<file path="src/rtl/uart_pkg.sv">
// uart_pkg: shared UART FIFO parameters and sizing helper
// Holds the default data width and depth, the fill-level width helper, and the
// depths used by the transmit and receive FIFO instances.
package uart_pkg;

   localparam int UART_WIDTH         = 8;
   localparam int UART_DEPTH         = 16;
   localparam int UART_TX_FIFO_DEPTH = UART_DEPTH;
   localparam int UART_RX_FIFO_DEPTH = UART_DEPTH;

   // A level counts 0..depth inclusive, so it needs one bit more than an address.
   function automatic int lvl_w(input int depth);
      return $clog2(depth) + 1;
   endfunction

endpackage

</file>
<file path="src/rtl/uart_fifo_mem.sv">
// uart_fifo_mem: flop-array storage with one write port and one combinational read port
// Ports: clk_i clock; we_i/waddr_i/wdata_i write port; raddr_i/rdata_o asynchronous read port.
module uart_fifo_mem
   import uart_pkg::*;
#(
   parameter int WIDTH = UART_WIDTH,
   parameter int DEPTH = UART_DEPTH,
   parameter int AW    = $clog2(DEPTH)
) (
   input  logic             clk_i,
   input  logic             we_i,
   input  logic [AW-1:0]    waddr_i,
   input  logic [WIDTH-1:0] wdata_i,
   input  logic [AW-1:0]    raddr_i,
   output logic [WIDTH-1:0] rdata_o
);

   logic [WIDTH-1:0] mem_q [DEPTH];

   always_ff @(posedge clk_i) begin
      if (we_i) mem_q[waddr_i] <= wdata_i;
   end

   assign rdata_o = mem_q[raddr_i];

endmodule

</file>
<file path="src/rtl/uart_sync_fifo.sv">
// uart_sync_fifo: single-clock UART data-path FIFO with one-entry mode, flush, level and alarm
// Ports: CLK clock; RST synchronous active-high reset; fifo_en selects the DEPTH-entry FIFO (1)
//   or a one-entry holding register (0); flush discards all contents; wdata/wdata_valid write
//   side; rdata/rdata_valid/rdata_taken first-word fall-through read side; fifo_full, fifo_empty,
//   fifo_level status; overrun_err one-cycle dropped-write pulse; fifo_level_for_alarm/fifo_alarm
//   low-level alarm; peak_level high-water mark.
// Optional feature: define UART_FIFO_PEAK_EN to add the peak_level port and register.
module uart_sync_fifo
   import uart_pkg::*;
#(
   parameter int WIDTH = UART_WIDTH,
   parameter int DEPTH = UART_DEPTH
) (
   input  logic                       CLK,
   input  logic                       RST,
   input  logic                       fifo_en,
   input  logic                       flush,
   input  logic [WIDTH-1:0]           wdata,
   input  logic                       wdata_valid,
   output logic                       fifo_full,
   output logic                       fifo_empty,
   output logic [lvl_w(DEPTH)-1:0]    fifo_level,
   output logic                       overrun_err,
   input  logic [$clog2(DEPTH)-1:0]   fifo_level_for_alarm,
   output logic                       fifo_alarm,
   output logic [WIDTH-1:0]           rdata,
   output logic                       rdata_valid,
   input  logic                       rdata_taken
`ifdef UART_FIFO_PEAK_EN
   ,output logic [lvl_w(DEPTH)-1:0]   peak_level
`endif
);

   localparam int LW = lvl_w(DEPTH);
   localparam int AW = LW - 1;

   logic [LW-1:0]    wptr_q, wptr_d, rptr_q, rptr_d, cap;
   logic             en_q, ovr_q, ovr_d, do_flush, push, pop, drop, we;
   logic [WIDTH-1:0] mem_rdata;

   // Pointers wrap modulo 2*DEPTH, so their difference is the level across any number of wraps.
   assign fifo_level  = wptr_q - rptr_q;
   assign cap         = en_q ? LW'(DEPTH) : LW'(1);
   assign fifo_full   = fifo_level == cap;
   assign fifo_empty  = fifo_level == '0;
   assign rdata_valid = !fifo_empty;
   assign rdata       = fifo_empty ? '0 : mem_rdata;
   assign overrun_err = ovr_q;
   assign fifo_alarm  = fifo_level <= {1'b0, fifo_level_for_alarm};

   // A mode change invalidates the stored contents, so it flushes like an explicit request.
   assign do_flush = flush | (fifo_en != en_q);
   assign pop      = rdata_taken & rdata_valid;
   assign push     = wdata_valid & (!fifo_full | pop);
   assign drop     = wdata_valid & fifo_full & !pop;
   assign we       = push & !do_flush;

   always_comb begin
      wptr_d = do_flush ? '0 : wptr_q + LW'(push);
      rptr_d = do_flush ? '0 : rptr_q + LW'(pop);
      ovr_d  = !do_flush & drop;
   end

   always_ff @(posedge CLK) begin
      if (RST) begin
         wptr_q <= '0;
         rptr_q <= '0;
         ovr_q  <= 1'b0;
      end else begin
         wptr_q <= wptr_d;
         rptr_q <= rptr_d;
         ovr_q  <= ovr_d;
      end
      // Tracks the mode unconditionally so leaving reset never looks like a mode change.
      en_q <= fifo_en;
   end

   uart_fifo_mem #(
      .WIDTH (WIDTH),
      .DEPTH (DEPTH),
      .AW    (AW)
   ) u_mem (
      .clk_i   (CLK),
      .we_i    (we),
      .waddr_i (wptr_q[AW-1:0]),
      .wdata_i (wdata),
      .raddr_i (rptr_q[AW-1:0]),
      .rdata_o (mem_rdata)
   );

`ifdef UART_FIFO_PEAK_EN
   logic [LW-1:0] peak_q, peak_d, level_d;

   always_comb begin
      level_d = wptr_d - rptr_d;
      peak_d  = do_flush ? '0 : (level_d > peak_q ? level_d : peak_q);
   end

   always_ff @(posedge CLK) begin
      if (RST) peak_q <= '0;
      else     peak_q <= peak_d;
   end

   assign peak_level = peak_q;
`endif

endmodule
</file>
<file path="config.mk">
export PLATFORM = sky130hd
export DESIGN_NAME = uart_sync_fifo
export DESIGN_NICKNAME = d
export VERILOG_FILES = /design/src/rtl/uart_pkg.sv /design/src/rtl/uart_fifo_mem.sv /design/src/rtl/uart_sync_fifo.sv
export SDC_FILE = /design/constraint.sdc
export NUM_CORES = 1
export LEC_CHECK = 0
export ABC_AREA = 1
export BUFFER_PORTS_ARGS = -buffer_cell sky130_fd_sc_hd__buf_2
export CAP_MARGIN = 40
export CORE_ASPECT_RATIO = 0.75
export CORE_MARGIN = 10
export CORE_UTILIZATION = 27
export DETAILED_ROUTE_END_ITERATION = 12
export PLACE_DENSITY_LB_ADDON = 0.3
export SYNTH_ARGS = -nofsm -noshare
export SYNTH_HDL_FRONTEND = slang
export SYNTH_SLANG_ARGS = --single-unit
export TNS_END_PERCENT = 30
</file>
<file path="constraint.sdc">
create_clock -name CLK -period 7.35 [get_ports CLK]
set_input_delay 2.205 -clock CLK [delete_from_list [all_inputs] [get_ports CLK]]
set_output_delay 2.205 -clock CLK [all_outputs]
set_load 0.02 [all_outputs]
</file>
# Yosys cells after proc, flatten, opt, wreduce, memory -nomap -nowiden

Memory sizes are Yosys's and may differ from the RTL's. A register that Yosys moved wholly into a read port is not among the register bits.
Index checks and enable logic that the tools add are counted.

Flip-flop bits (word level): 12
Bits in latches: 0
Bits in writable memories: 128
ROM bits: 0
Bits of input ports: 18
Output and inout port bits: 18
Logic and storage cells: 30
Memories kept: 1

Add/subtract/negate cells: 3
$mul: 0
Div/mod/pow operators: 0
$lt $le $gt $ge: 1
Equal/unequal tests: 2
Shift operators: 0
Multiplexer cells: 5
Bitwise logic cells: 8
Reduce and logical (&&, ||, !) cells: 6

Memory list:

| memory      | words | bits a word | rd ports | clocked after Yosys merged registers in | wr ports | line                | source |
|---|---|---|---|---|---|---|---|
| u_mem.mem_q | 16    | 8           | 1        | 1                                       | 1        | uart_fifo_mem.sv:18 | `logic [WIDTH-1:0] mem_q [DEPTH];` |

Operator list:

| kind            | number |
|---|---|
| $add 5x1->5     | 2 |
| $mux 8          | 1 |
| $and 1x1->1     | 6 |
| $eq 5x5->1      | 1 |
| $le 5x4->1      | 1 |
| $logic_not 5->1 | 1 |
| $mux 5          | 1 |
| $sub 5x5->5     | 1 |
| $logic_not 1->1 | 4 |
| $mux 4          | 1 |
| $mux 1          | 2 |
| $or 1x1->1      | 2 |
| $reduce_or 2->1 | 1 |
| $ne 1x1->1      | 1 |

# Depth between registers and ports, before layout

Depth in word-level cells: 9
Mapped depth: 17
Depth with buffers taken out: 17

# Hierarchy

Synthesis repeated with hierarchy kept, for this count alone.

Cells, all modules: 678
Area total of the unflattened synthesis: 6521.3 sq um

Modules (own cells, without submodules):

| module         | instances | cells each | area an instance (sq um) | seq. area each (sq um) |
|---|---|---|---|---|
| uart_fifo_mem  | 1         | 543        | 5606.6                   | 3843.7 |
| uart_sync_fifo | 1         | 135        | 914.6                    | 240.2 |

# Worst setup path after synthesis

OpenSTA, ideal clock, no wires.

Path kind: input to output
Start: input fifo_level_for_alarm[2]
End: output fifo_alarm
Data arrival time: 3203 ps
Required time: 5145 ps
Setup slack: 1942 ps
Cell stages on the path: 6
Path buffers: 0
Cells stage by stage: inv_1 ha_1 a21oi_1 o21ai_0 a21o_1 a21oi_1

Longest elaborated chain between the ends: 1

RTL lines:

| what            | line                 | source |
|---|---|---|
| start, declared | uart_sync_fifo.sv:24 | `input logic [$clog2(DEPTH)-1:0] fifo_level_for_alarm,` |
| $le 5x4->1      | uart_sync_fifo.sv:49 | `assign fifo_alarm = fifo_level <= {1'b0, fifo_level_for_alarm};` |
| end, declared   | uart_sync_fifo.sv:25 | `output logic fifo_alarm,` |

No other way between the ends.

# Worst setup path after layout

Start: register rptr_q[2]
End: output fifo_alarm

Longest elaborated chain between the ends: 2

RTL lines:

| what                   | line                 | source |
|---|---|---|
| start, declared        | uart_sync_fifo.sv:37 | `logic [LW-1:0] wptr_q, wptr_d, rptr_q, rptr_d, cap;` |
| start signal, assigned | uart_sync_fifo.sv:71 | `rptr_q <= rptr_d;` |
| $sub 5x5->5            | uart_sync_fifo.sv:42 | `assign fifo_level = wptr_q - rptr_q;` |
| $le 5x4->1             | uart_sync_fifo.sv:49 |  |

No other way between the ends.

==> results.yml <==
critical_path:
  crit_type: "reg2out"
  cp_top_family: "adder cells"
  crit_buf_inv: 3
  worstPathMaxFanout: 13
  slowest_stage: "dfxtp_1"
  crit_path_end_kind: "output port"
  critPathMaxStageDelay_ns: 0.59
  required_ns: 5.14
  critPathLaunchType: "register"
  crit_chain: "clkinv_1 > ha_1 > xnor2_1 > inv_1 > ha_1 > a21oi_1 > o21ai_0 > a21o_1 > a21oi_1 > buf_2"
  cp_data_arrival_time_ns: 3.33
synthesis:
  yosysWarnings: 0
  synth.area.mux_share_pct: 0
  synth_seq_cells: 140
  synth_flop_cell: "edfxtp_1"
  synthCells: 536
  yosys.area_share.simple_pct: 17.3
  synth-compound-area-share_pct: 7.65
  synth_xor_area_share_pct: 1.15
  synth_common_cells: "146 x nand2_1, 128 x edfxtp_1, 42 x nand3_1, 41 x a21oi_1, 37 x nor2_1"
  synth_nets: 567
  synth_fa_ha_area_share_pct: 2.80
  ys_types: 30
  async_flop_share_pct: 0
  synth_edf_count: 128
  post-synth-top-count-cell: "nand2_1"
  synth_top_area_share_pct: 63.3
  synth-seq-area-share_pct: 67.3
  synth_top_area_cell: "edfxtp_1"
  synth_top_family_by_area: "simple AND/OR/NAND/NOR gates"
  syn-cell-area_um2: 6070
  synth.area.top_cells: "edfxtp_1 63%, nand2_1 9.0%, dfxtp_1 4.0%"
  syn_avg_cell_area_um2: 11.3
timing:
  period_minus_slack_ns: 5.53
  relSlewSlack_pct: 45.8
  setup_violations: 0
  hold_viol: 0
  setup-tns-final_ns: 0
  finalClockSkew_ns: 0.00954
  worst_slew_pin_slew_ns: 0.810
  max_freq_mhz: 181
  rsz0062_at_grt: "false"
  finalMaxSlewViolations: 0
  final.period_utilization_pct: 75.3
routing:
  drtIter0Drc: 379
  first_pass_iters: 5
  drt-total-wl_um: 15300
  ant_nets: 0
  drc: 0
  wl_per_cell_um: 17.4
  via_per_inst: 4.68
  via_count: 4121
cts:
  ctsHoldBuffers: 0
  clockRootBuffer: "clkbuf_16"
  cts_resized: 0
  clk_pin_slew_ns: 0.06
  clock_latency_ns: 0.41
  cts_setup_buffers: 0
  tritoncts: "done"
  h-tree-depth: 4
  clk_path_buf_depth: 2
  cts_buffers: 17
  cts.sinks: 140
global_route:
  busiest_layer: "met1"
  grtUsageMet1_pct: 15.7
  grt_pass1_vias: 4120
  overflow: 0
  grt_max_degree: 67
  grt_use_total_pct: 10.8
  use_met2_pct: 15.2
  antenna_found_initial: 0
  grtUsageMet3_pct: 3.49
  grt_pass1_wl_um: 23800
cells_and_area:
  drive_gt1_share_pct: 15.5
  fillers: 2288
  nets: 604
  antennaDiodeCount: 0
  regArea_um2: 4090
  multi_input_area_um2: 1750
  area_growth_pct: 17.4
  post-route-util_pct: 32.2
die:
  io_pins: 36
  die_w_um: 193
  rows: 47
  die_h_um: 150
  initial_core_util_pct: 27.5
  dieArea_um2: 28900
  core_area_um2: 22100
job:
  cap_violations: 0
placement:
  place_congestion: 0.774
  dpl.hpwl_um: 10300
  io_buffer_count: 35
min_path:
  hold_path.class: "reg2reg"
outcome:
  status: "finished clean"
power:
  p_per_area_nw_per_um2: 242
  vdd_drop_max_mv: 0.116
  p_leak_nw: 2.64
-- where the power goes --
part	internal (mW)	total, mW	switching, mW
Combinational	0.0153	0.0584	0.0431
Clock	0.465	0.793	0.328
Sequential	0.871	0.872	0.00113
Total	1.35	1.72	0.373
-- worst min-delay path: cells and delay by family (launching register included) --
kind / cells / cell delay [ns]
xor+xnor: 1 / 0.08
flops: 1 / 0.36
simple gates: 1 / 0.07
-- worst paths after layout --
path,cells past startpoint,startpoint,to,slack (ns)
worst max-delay path,10,rptr_q[2],fifo_alarm,1.82
worst min-delay path,2,wptr_q[4],wptr_q[4],0.55
worst max register to register,11,rptr_q[2],u_mem.mem_q[9][1],3.86
worst min register to register,2,wptr_q[4],wptr_q[4],0.55
-- final cells by class --
| type | count | share of cell area (%) |
|---|---|---|
| clock buffers | 18 | 6.02 |
| clock inverters | 14 | 1.70 |
| inverters | 34 | 1.79 |
| multi-input cells | 340 | 24.6 |
| flip-flops and latches | 140 | 57.3 |
| well taps | 294 | 5.16 |
| repair buffers | 40 | 3.44 |
-- logic make-up (layout without fill, tap and decap cells) --
logic type / count (synthesis) / count (layout)
simple gates: 245 / 245
flops: 140 / 140
compound gates: 74 / 74
buf+inv: 56 / 106
fa+ha+maj: 13 / 13
xor+xnor: 8 / 8
-- state kept, by name, indices dropped and copies added, names as in the netlist --
| name | cells |
|---|---|
| overrun_err | 1 |
| u_mem.mem_q | 128 |
| rptr_q | 5 |
| wptr_q | 5 |
| en_q | 1 |
-- layout by cell type, fill, tap and decap left out, types with 11 or more instances in the layout --
cell and instances:
edfxtp_1 128, nand2_1 146, nor2_1 37, clkbuf_16 17, nor2_2 11, ha_1 12
inv_1 30, dfxtp_1 11, nand3_1 42, buf_2 35, a21oi_1 41
-- per-stage QoR --
stage	hold WS [ns]	total power [mW]	instance area (um2)	setup WS, ns	cells
after detailed placement	0.533	0.947	6580	1.85	848
after global placement	0.521	0.945	6520	1.89	845
after CTS	0.552	1.73	7130	1.83	880
final	0.545	1.72	7130	1.82	880
after global routing	0.603	1.78	7130	1.51	880
after floorplan	0.501	0.918	6070	1.94	536
-- per-layer routing --
metal	vias to the layer above	part of all wire [%]
li1	1950	-
met1	2022	50
met2	140	43
met3	9	6.7
met4	0	0.59
met5	-	0
Power figures use the tool's default switching activity.
